File: src/rtl/fpga_input_conditioner.sv
// Board-pin conditioner: two-flop synchroniser, tick-gated debounce and
// registered rise/fall pulses for each input channel.
module fpga_input_conditioner #(
  parameter int nrOfInputs  = 3,
  parameter int stableTicks = 4,
  parameter int counterBits = 8
) (
  input  logic                  fpgaGlobalClock,
  input  logic                  fpgaGlobalResetN,
  input  logic                  fpgaTick,
  input  logic [nrOfInputs-1:0] rawInputs,
  output logic [nrOfInputs-1:0] cleanInputs,
  output logic [nrOfInputs-1:0] risePulse,
  output logic [nrOfInputs-1:0] fallPulse,
  output logic                  anyChange
);

  localparam logic [counterBits-1:0] last_count = counterBits'(stableTicks - 1);

  logic [nrOfInputs-1:0]  sync1;
  logic [nrOfInputs-1:0]  sync_out;
  logic [nrOfInputs-1:0]  mismatch;
  logic [nrOfInputs-1:0]  accept;
  logic [counterBits-1:0] count [nrOfInputs];

  // A channel accepts its new level on the tick that completes the run,
  // so the pulse and the level change land on the same edge.
  always_comb begin
    mismatch = sync_out ^ cleanInputs;
    accept   = '0;
    for (int i = 0; i < nrOfInputs; i++) begin
      accept[i] = mismatch[i] && fpgaTick && (count[i] == last_count);
    end
  end

  always_ff @(posedge fpgaGlobalClock) begin
    if (!fpgaGlobalResetN) begin
      sync1       <= '0;
      sync_out    <= '0;
      cleanInputs <= '0;
      risePulse   <= '0;
      fallPulse   <= '0;
      anyChange   <= 1'b0;
      for (int i = 0; i < nrOfInputs; i++) begin
        count[i] <= '0;
      end
    end else begin
      sync1       <= rawInputs;
      sync_out    <= sync1;
      cleanInputs <= cleanInputs ^ accept;
      risePulse   <= accept & sync_out;
      fallPulse   <= accept & ~sync_out;
      anyChange   <= |accept;
      // Any return to the accepted level discards the partial run.
      for (int i = 0; i < nrOfInputs; i++) begin
        if (!mismatch[i] || accept[i]) begin
          count[i] <= '0;
        end else if (fpgaTick) begin
          count[i] <= count[i] + counterBits'(1);
        end
      end
    end
  end

endmodule

File: config.mk
export PLATFORM = sky130hd
export DESIGN_NAME = fpga_input_conditioner
export DESIGN_NICKNAME = d
export VERILOG_FILES = /design/src/rtl/fpga_input_conditioner.sv
export SDC_FILE = /design/constraint.sdc
export NUM_CORES = 1
export LEC_CHECK = 0
export ABC_AREA = 1
export BUFFER_PORTS_ARGS = -buffer_cell sky130_fd_sc_hd__buf_4
export CAP_MARGIN = 0
export CORE_MARGIN = 1
export CORE_UTILIZATION = 40
export CTS_CLUSTER_SIZE = 8
export DETAILED_ROUTE_END_ITERATION = 10
export REMOVE_ABC_BUFFERS = 1
export SLEW_MARGIN = 20
export SYNTH_ARGS = -nofsm -noshare
export SYNTH_HDL_FRONTEND = slang
export SYNTH_SLANG_ARGS = --single-unit
File: constraint.sdc
create_clock -name fpgaGlobalClock -period 4.1 [get_ports fpgaGlobalClock]
set_input_delay 0.41 -clock fpgaGlobalClock [delete_from_list [all_inputs] [get_ports fpgaGlobalClock]]
set_output_delay 0.41 -clock fpgaGlobalClock [all_outputs]
set_load 0.01 [all_outputs]
-- After elaboration in Yosys (flattened, before gate mapping)
Memory sizes are Yosys's and may differ from the RTL's.
Cells that the tools add are included.
- flip-flop bits (word level): 16
- RAM bits: 24
- bits of input ports: 6
- output and inout bits: 10
- memories: 1
- $add $sub $neg: 3
- equal/unequal tests: 3
- mux-type cells: 26
- bitwise logic cells: 11
- reductions and logical operators: 13
- memories (memory ; words ; width ; rd ports ; clocked after Yosys merged registers in ; wr ports ; line ; source):
    count ; 3 ; 8 ; 3 ; 0 ; 3 ; 24 ; logic [counterBits-1:0] count [nrOfInputs];
- operator list (operator ; number):
    2-to-1 mux 8 bit ; 6
    adder 8 x 1 -> 8 bit, second input constant ; 3
    == test 8 x 2 -> 1 bit, second input constant ; 3
    2-to-1 mux 1 bit ; 20
    bitwise AND 3 bit ; 2
    logical AND 1 bit ; 6
    bitwise OR 1 bit ; 6
    XOR 3 bit ; 2
    logical NOT 1 bit ; 3
    logical OR 1 bit ; 3
    inverter 3 bit ; 1
    OR reduction 3 bit ; 1

-- Depth between registers and ports, before layout
Gate-level depths: netlist of run 1.
- word-level depth: 9
- gate-level depth with buffers: 7
- mapped depth without buffers: 7

-- Least setup slack after synthesis of run 1
No wires, ideal clock.
- kind: register -> register
- start point: mem count[0][0]
- end point: mem count[0][0], enable pin
- arrival time: 1132 ps
- setup slack: 2618 ps
- cell stages (with the launch flop): 6
- path buffers: 0
- cells stage by stage: edfxtp_1 ha_1 nand2_2 nor2_4 nand3_4 nand4_1
- RTL lines (element ; line):
    start: declaration ; 24

==> results of run 1 <==
==> synth_stat cells (all sizes together) <==
cell type,instances
or2,1
inv,43
nand3,17
edfxtp,24
nor3,2
buf,2
dfxtp,16
nor2,46
xor2,8
nand2,56
nand4,11
xnor2,4
ha,3
==> logic make-up (layout without fill, tap and decap cells) <==
| group | after synthesis | in the layout | share of synthesized area |
|---|---|---|---|
| xor gates and xnor gates | 12 | 12 | 0.05201 |
| adders and majority gates | 3 | 3 | 0.01858 |
| buffers and inverters | 45 | 66 | 0.08483 |
| DFF | 40 | 40 | 0.5152 |
| and+or+nand+nor | 133 | 133 | 0.3294 |
==> registers in the layout, summed over array words and instances, names as in the netlist <==
| name | count |
|---|---|
| count | 24 |
| cleanInputs | 3 |
| fallPulse | 3 |
| risePulse | 3 |
| sync1 | 3 |
| sync_out | 3 |
| anyChange | 1 |
==> power breakdown <==
part / leakage (nW) / internal [mW] / total (mW) / switching, mW
sequential: 0.422 / 0.430 / 0.435 / 0.00511
combinational: 0.515 / 0.0112 / 0.0319 / 0.0207
clock: 0.0455 / 0.119 / 0.252 / 0.133
total: 0.982 / 0.560 / 0.718 / 0.158
==> cell type report <==
| cell class | instances | area (um^2) |
|---|---|---|
| Fill cell | 487 | 2495 |
| Sequential cell | 40 | 1041 |
| Multi-Input combinational cell | 148 | 808.3 |
| Inverter | 43 | 161.4 |
| Timing Repair Buffer | 15 | 112.6 |
| Tap cell | 67 | 83.83 |
| Clock buffer | 6 | 72.57 |
| Clock inverter | 2 | 11.26 |
==> worst paths after layout <==
| path | from | to | slack [ns] | cells after the start |
|---|---|---|---|---|
| max | count[0][0] | count[0][3] | 2.42 | 5 |
| min | rawInputs[2] | sync1[2] | 0.30 | 3 |
| max reg2reg | count[0][0] | count[0][3] | 2.42 | 5 |
| min reg2reg | sync1[2] | sync_out[2] | 0.41 | 2 |
==> routing by layer <==
| metal | global-route usage | vias up | routed length [um] |
|---|---|---|---|
| met2 | 0.2233 | 19 | 1475 |
| met1 | 0.1812 | 623 | 1578 |
| met3 | 0.03729 | 6 | 88 |
| met5 | 0 | - | 0 |
| met4 | 0.07843 | 0 | 72 |
| li1 | - | 766 | - |
==> worst max-delay path: cells and delay by family (launching register included) <==
| family | cells | cell delay (ns) |
|---|---|---|
| AND/OR/NAND/NOR | 4 | 0.61 |
| adder cells (fa/ha/maj) | 1 | 0.27 |
| flip-flops | 1 | 0.42 |
==> run summary, run 1 <==
Worst Path Max Fanout -> 8
layout cell share with drive strength beyond 1 -> 0.1929
post-CTS sizing -> 0
DP HPWL -> 2.406 mm
vias in the first global route -> 1317
outcome -> finished, final reports clean
fin worst setup slack -> 2.416 ns
setup TNS -> 0 ns
largest net degree at the start of global routing -> 17
detailed-route vias per instance -> 4.405
DR vias -> 1414
Layout Cells excl Fill -> 321
PortBufs -> 15
number of cell rows -> 25
count of final hold-check violations -> 0
commonest non-fill, non-tap cell in the layout -> nand2_1
Finished Cell Area -> 2291 um^2
NumNets Final -> 262
I/O pins -> 16
initial core utilization -> 0.4222
Yosys warnings -> 0
Setup Skew -> 0.01094 ns
cell total after placement -> 313
Tightest Pin Transition -> 0.4501 ns
ANT nets after route -> 0
CTS Sinks -> 40
initial antenna violation count -> 0
postcts setup bufs -> 0
Max clock buf depth -> 2
period utilization -> 0.4107
Post-Syn Area -> 2021 um^2
Final Util -> 0.4787
final period demand of the worst path -> 1.684 ns
area added between synthesis and finish -> 13.37%
number of max-cap violations -> 0
DRT Wirelength -> 3.215 mm
Initial DRC Count -> 78
DR pass1 iterations -> 4
GRT Total Usage -> 0.1433
slowest CP cell -> edfxtp_1
root buf cell -> clkbuf_8
Setup violations, final -> 0
Worst-path clk slew -> 0.07 ns
clk_lat worst skew -> 0.29 ns
maximum VDD drop -> 0.0002290 V
Fin Hold WS -> 0.3002 ns
routed len/inst -> 10.02 um
grt total ovfl -> 0
CTS tree -> done
Synth Register Bits -> 40
CTS Buf Count -> 5
Final Power -> 0.7184 mW
max-slew violation count -> 0
hold buffers post-CTS -> 0
dpl ws -> 2.404 ns
RSZ-0062 raised after global routing -> false
die width -> 73.08 um
cell type with the largest total area after synthesis -> edfxtp_1
cell area after placement -> 2207 um^2
Fmax -> 593.8 MHz
cell chain of the critical path -> ha_1 > nand2_2 > nor2_4 > nand3_4 > nand4_1
WS Path Type -> register to register
synth unique cells -> 20
Crit path required time -> 4.01 ns
Seq/Total Area, Yosys -> 0.5152
# diodes -> 0
Hold Path Class -> primary input to register
leakage -> 0.9821 nW
slowest cell delay on critical path -> 0.42 ns
first-pass GRT wire length -> 5.671 mm
Cells after Synth -> 233
Core ar. -> 4786 um^2
Synth top area share -> 0.3567
CP Data Arrival Time -> 1.59 ns
Max H-tree Level -> 2
Die Y-Extent -> 73.08 um
Die ar. -> 5340 um^2
pwr dens -> 313.6 nW/um^2
synth top area cells -> edfxtp_1, dfxtp_1, nand2_1
RD Place Congestion -> 0.7801
leading cell types in the layout, fill and taps excluded -> nand2_1, inv_1, nor2_1
DRC viols -> 0
CP Capture Type -> register
Max transition margin -> 0.6990
syn_area_per_cell -> 8.672 um^2
Critical Path Start Type -> register
(Power assumes the default switching activity.)
==> inputs of run 2 (changes only) <==
ABC_AREA = 0   (was 1)
clock period = 1.45 ns   (was 4.1 ns; I/O delays follow)
==> run 2 against run 1 <==
  * The flow now finishes with violations (negative setup slack)
  * Sequential power increased to 2.8 times the previous value
  * Worst setup slack worse by 2.6 ns
  * Synthesized area shrank 9.0%
  * Utilization grew 11 points
  * Highest routed layer unchanged
  * Via count up 7.9%
  * Sequential share of layout area is 5.0 points lower
  * Cell count down 13%
  * Global-route usage increased by 4.8 points
  * Clock power grew to 2.8 times the previous value
  * First-iteration DRC count increased by 31%
  * Combinational power grew to 4.2 times the previous value
  * Routed wire length grew 29%
  * Critical endpoint is now cleanInputs[0]
==> run summary, run 2 <==
CTS Buf Count -> 5
failing checks -> negative setup slack
largest net degree at the start of global routing -> 17
Critical Path End -> cleanInputs[0]
Max H-tree Level -> 2
Final Util -> 0.5876
cell type with the largest total area after synthesis -> edfxtp_1
grt total ovfl -> 0
layout cell share with drive strength beyond 1 -> 0.4342
fin worst setup slack -> -0.2064 ns
Die ar. -> 4873 um^2
Worst-path clk slew -> 0.08 ns
CTS tree -> done
PortBufs -> 15
initial antenna violation count -> 0
root buf cell -> clkbuf_8
outcome -> complete, but fails checks
EDFF count, synth -> 24
top-count cell post-synth -> edfxtp_1
number of cell rows -> 24
FF-to-FF End -> cleanInputs[0]
Largest register FFs -> 24
Multi-input gate area -> 915.9 um^2
CP Capture Type -> register
commonest non-fill, non-tap cell in the layout -> buf_4
fill count -> 362
final period demand of the worst path -> 1.656 ns
leakage -> 0.9939 nW
DP HPWL -> 2.877 mm
period utilization -> 1.142
Finished Cell Area -> 2576 um^2
RSZ-0062 raised after global routing -> true
max-slew violation count -> 0
ANT nets after route -> 0
Initial DRC Count -> 102
hold buffers post-CTS -> 0
Biggest register -> count
synth top area cells -> edfxtp_1, dfxtp_1, nand3_1
I/O pins -> 16
RD Place Congestion -> 0.7768
Seq/Total Area, Yosys -> 0.5660
synth unique cells -> 30
Reg area -> 1041 um^2
Crit path required time -> 1.69 ns
vias in the first global route -> 1576
dpl ws -> -0.3170 ns
die width -> 69.81 um
Die Y-Extent -> 69.81 um
pwr dens -> 799.3 nW/um^2
Synth Register Bits -> 40
area added between synthesis and finish -> 40.07%
Synth top area share -> 0.3918
CTS Sinks -> 40
Max transition margin -> 0.8074
number of max-cap violations -> 0
NumNets Final -> 237
Tightest Pin Transition -> 0.2859 ns
DRT Wirelength -> 4.156 mm
DR pass1 iterations -> 4
Max clock buf depth -> 2
count of final hold-check violations -> 0
routed len/inst -> 14.84 um
Post-Syn Area -> 1839 um^2
FFs w/ async S/R, synth -> 0
detailed-route vias per instance -> 5.446
main flop type after synthesis -> edfxtp_1
cell area after placement -> 2287 um^2
DRC viols -> 0
maximum VDD drop -> 0.0003811 V
Setup Skew -> 0.007284 ns
synth cell count leaders -> edfxtp_1, dfxtp_1, nand3_1, nor3_1, o21ai_0
syn_area_per_cell -> 10.88 um^2
Hold Path Class -> primary input to register
Core ar. -> 4384 um^2
CP Data Arrival Time -> 1.89 ns
initial core utilization -> 0.4195
DR vias -> 1525
RR Startpoint -> count[0][5]
setup TNS -> -3.706 ns
Final Power -> 2.059 mW
Cells after Synth -> 169
leading cell types in the layout, fill and taps excluded -> buf_4, edfxtp_1, dfxtp_1
Fmax -> 603.7 MHz
crit path from -> count[0][5]
WS Path Type -> register to register
R2R depth -> 3
GRT Total Usage -> 0.1913
Worst Path Max Fanout -> 4
Setup violations, final -> 27
clk_lat worst skew -> 0.29 ns
Yosys warnings -> 0
first-pass GRT wire length -> 7.334 mm
# diodes -> 0
Critical Path Start Type -> register
R2R setup slack -> -0.21 ns
[run 2: cell count changes after synthesis, moves of 7 or more]
cell      before  now
a211oi_1       0    9
inv_1         37   10
nand2_1       52    4
nand4_1       11    4
nor2_1        36    5
nor3_1         1   16
o21ai_0        0   11
or3_1          0    9
[run 2: cell type report]
class / instances / area share
clock buffer: 5 / 0.02671
sequential: 40 / 0.4041
tap: 52 / 0.02525
clock inverter: 2 / 0.004857
timing repair buffer: 56 / 0.1690
inverter: 10 / 0.01457
multi-input combinational: 115 / 0.3555
[run 2: how the worst min path moves through the flow]
stage                startpoint       end  depth (start not counted)
3_5_place_dp       rawInputs[1]  sync1[1]                          2
2_1_floorplan  fpgaGlobalResetN  sync1[0]                          1
4_1_cts            rawInputs[1]  sync1[1]                          2
6_report           rawInputs[1]  sync1[1]                          2
5_1_grt            rawInputs[0]  sync1[0]                          2
3_3_place_gp       rawInputs[0]  sync1[0]                          2
[run 2: where the power goes]
part | switching [mW] | internal (mW)
Sequential | 0.0119 | 1.21
Clock | 0.373 | 0.325
Combinational | 0.0731 | 0.0612
Total | 0.458 | 1.60
[run 2: layer usage]
layer | global-route usage | vias to the layer above | wire (um) | part of all wire
met5 | 0 | - | 0 | 0
met4 | 0.06222 | 0 | 57 | 0.014
met3 | 0.05233 | 8 | 120 | 0.029
met2 | 0.3269 | 17 | 2175 | 0.52
met1 | 0.2326 | 750 | 1803 | 0.43
li1 | - | 750 | - | -
[run 2: what timing repair did]
| action | in CTS | in global routing |
|---|---|---|
| pin swaps | 12 | 5 |
| setup buffers | 2 | 1 |
| endpoints found under the setup margin | 32 | 32 |
| resized for setup | 29 | 11 |
[run 2: cell families (layout without fill, tap and decap cells)]
group                    Yosys count  in the layout  share of synthesized area
adder cells (fa/ha/maj)            3              3                    0.02041
AO/OA/AOI/OAI                     27             27                    0.09727
XOR/XNOR                          12             12                    0.05714
AND/OR/NAND/NOR                   73             73                     0.2306
flip-flops                        40             40                     0.5660
buffers and inverters             14             73                    0.02857
[run 2: worst max-delay path, stage by stage, from the launching register on]
cell,delay (ns)
edfxtp_1,0.39
or4_4,0.58
or4_4,0.50
a21oi_2,0.13
[run 2: stage by stage]
stage          hold slack [ns]  instances
6_report               0.06016        280
3_3_place_gp            0.3522        270
3_5_place_dp            0.3575        270
5_1_grt                0.06546        280
4_1_cts                0.05779        279
2_1_floorplan           0.2667        165
==> inputs of run 3 (changes only) <==
--- a/config.mk
+++ b/config.mk
@@ -7,3 +7,3 @@
 export LEC_CHECK = 0
-export ABC_AREA = 0
+export ABC_AREA = 1
 export BUFFER_PORTS_ARGS = -buffer_cell sky130_fd_sc_hd__buf_4
--- a/constraint.sdc
+++ b/constraint.sdc
@@ -3,2 +3,2 @@
 set_output_delay 0.145 -clock fpgaGlobalClock [all_outputs]
-set_load 0.01 [all_outputs]
+set_load 0.005 [all_outputs]
==> run 3 against run 2 <==
  * The run now ends clean
  * Routed wire length down 13%
  * Via count up 2.0%
  * Utilization down 4.4 points
  * Non-clock buffer count down 14
  * Worst setup slack better by 0.26 ns
  * Cell count up 24%
  * Critical path depth up 3
  * Sequential cell count unchanged
  * Die area up 9.6%
  * Sequential power about the same
  * Combinational power down 12%
==> run summary, run 3 (synthesized netlist as in run 1, its figures left out) <==
leading cell types in the layout, fill and taps excluded -> nand2_1, buf_4, nor2_1
commonest non-fill, non-tap cell in the layout -> nand2_1
first-pass GRT wire length -> 6.078 mm
Max clock buf depth -> 2
CTS Buf Count -> 5
vias in the first global route -> 1447
Layout Cells excl Fill -> 348
DR pass1 iterations -> 4
# diodes -> 0
RSZ-0062 raised after global routing -> true
hold buffers post-CTS -> 0
cell total after placement -> 335
clk_lat worst skew -> 0.28 ns
Fmax -> 714.0 MHz
max-slew violation count -> 0
cell area after placement -> 2372 um^2
RD Place Congestion -> 0.7597
DRT Wirelength -> 3.607 mm
slowest CP cell -> edfxtp_1
die width -> 73.08 um
DR vias -> 1555
fin worst setup slack -> 0.04937 ns
maximum VDD drop -> 0.0007145 V
Crit path required time -> 1.46 ns
period utilization -> 0.9660
Die Y-Extent -> 73.08 um
PortBufs -> 15
CTS tree -> done
Die ar. -> 5340 um^2
layout cell share with drive strength beyond 1 -> 0.3132
initial antenna violation count -> 0
setup TNS -> 0 ns
Finished Cell Area -> 2600 um^2
largest net degree at the start of global routing -> 17
WS Path Type -> register to register
NumNets Final -> 289
Fin Hold WS -> 0.03843 ns
DRC viols -> 0
Final Util -> 0.5433
area added between synthesis and finish -> 28.67%
number of cell rows -> 25
dpl ws -> -0.01405 ns
Hold Path Class -> primary input to register
CTS Sinks -> 40
pwr dens -> 867.7 nW/um^2
outcome -> finished, final reports clean
Worst Path Max Fanout -> 3
CP Data Arrival Time -> 1.41 ns
count of final hold-check violations -> 0
Tightest Pin Transition -> 0.2258 ns
leakage -> 1.138 nW
Max transition margin -> 0.8489
cell chain of the critical path -> ha_4 > nand2_2 > nor2_4 > nand3_4 > nand4_1 > buf_4
number of max-cap violations -> 0
Max H-tree Level -> 2
CP Capture Type -> register
Critical Path Start Type -> register
GRT Total Usage -> 0.1490
grt total ovfl -> 0
Setup violations, final -> 0
initial core utilization -> 0.4222
root buf cell -> clkbuf_8
Worst-path clk slew -> 0.07 ns
slowest cell delay on critical path -> 0.40 ns
Biggest register -> count
I/O pins -> 16
routed len/inst -> 10.36 um
Core ar. -> 4786 um^2
Largest register FFs -> 24
final period demand of the worst path -> 1.401 ns
Final Power -> 2.256 mW
detailed-route vias per instance -> 4.468
DP HPWL -> 2.654 mm
ANT nets after route -> 0
Setup Skew -> 0.003543 ns
Initial DRC Count -> 57
run 3: cell types whose count changed in the layout (fill, tap and decap cells not counted), moves of 7 or more:
cell,change
inv_2,+10
o21ai_0,-11
nor2_1,+32
buf_4,-13
nand2_1,+44
nand2_2,+8
inv_1,+23
nand4_1,+7
or3_1,-9
run 3: worst paths after layout:
path              cells past startpoint  slack (ns)     endpoint          from
setup / recovery                      6        0.05  count[0][0]   count[0][1]
hold / removal                        3        0.04     sync1[0]  rawInputs[0]
setup reg to reg                      6        0.05  count[0][0]   count[0][1]
hold reg to reg                       2        0.41  sync_out[1]      sync1[1]
run 3: layout make-up:
type                    count  area [um^2]
fillers                   438         2186
flip-flops and latches     40         1041
multi-input cells         148        865.8
repair buffers             42        326.6
inverters                  43        161.4
clock buffers               8        121.4
well taps                  67        83.83
run 3: power breakdown:
part           internal [mW]  total [mW]  switching (mW)  leakage [nW]
clock network          0.538       0.910           0.372        0.0627
logic                 0.0495       0.118          0.0689         0.654
registers               1.21        1.23          0.0135         0.422
run 3: timing repair:
| action | CTS | global route |
|---|---|---|
| setup endpoints to repair | 8 | 32 |
| gates resized for setup | 1 | 18 |
| buffers inserted | 0 | 5 |
| pin swaps | 0 | 10 |
run 3: critical path, delay by kind of cell, from the launching register on:
family,cells,cell delay (ns)
adders and majority gates,1,0.17
buffers and inverters,1,0.14
DFF,1,0.40
and+or+nand+nor,4,0.41
run 3: routing by layer:
metal | part of all wire | vias to the layer above | global-route usage | wire (um)
met3 | 0.023 | 4 | 0.03867 | 83
met5 | 0 | - | 0 | 0
li1 | - | 820 | - | -
met2 | 0.50 | 13 | 0.2479 | 1820
met4 | 0.0097 | 0 | 0.05011 | 35
met1 | 0.46 | 718 | 0.1876 | 1668
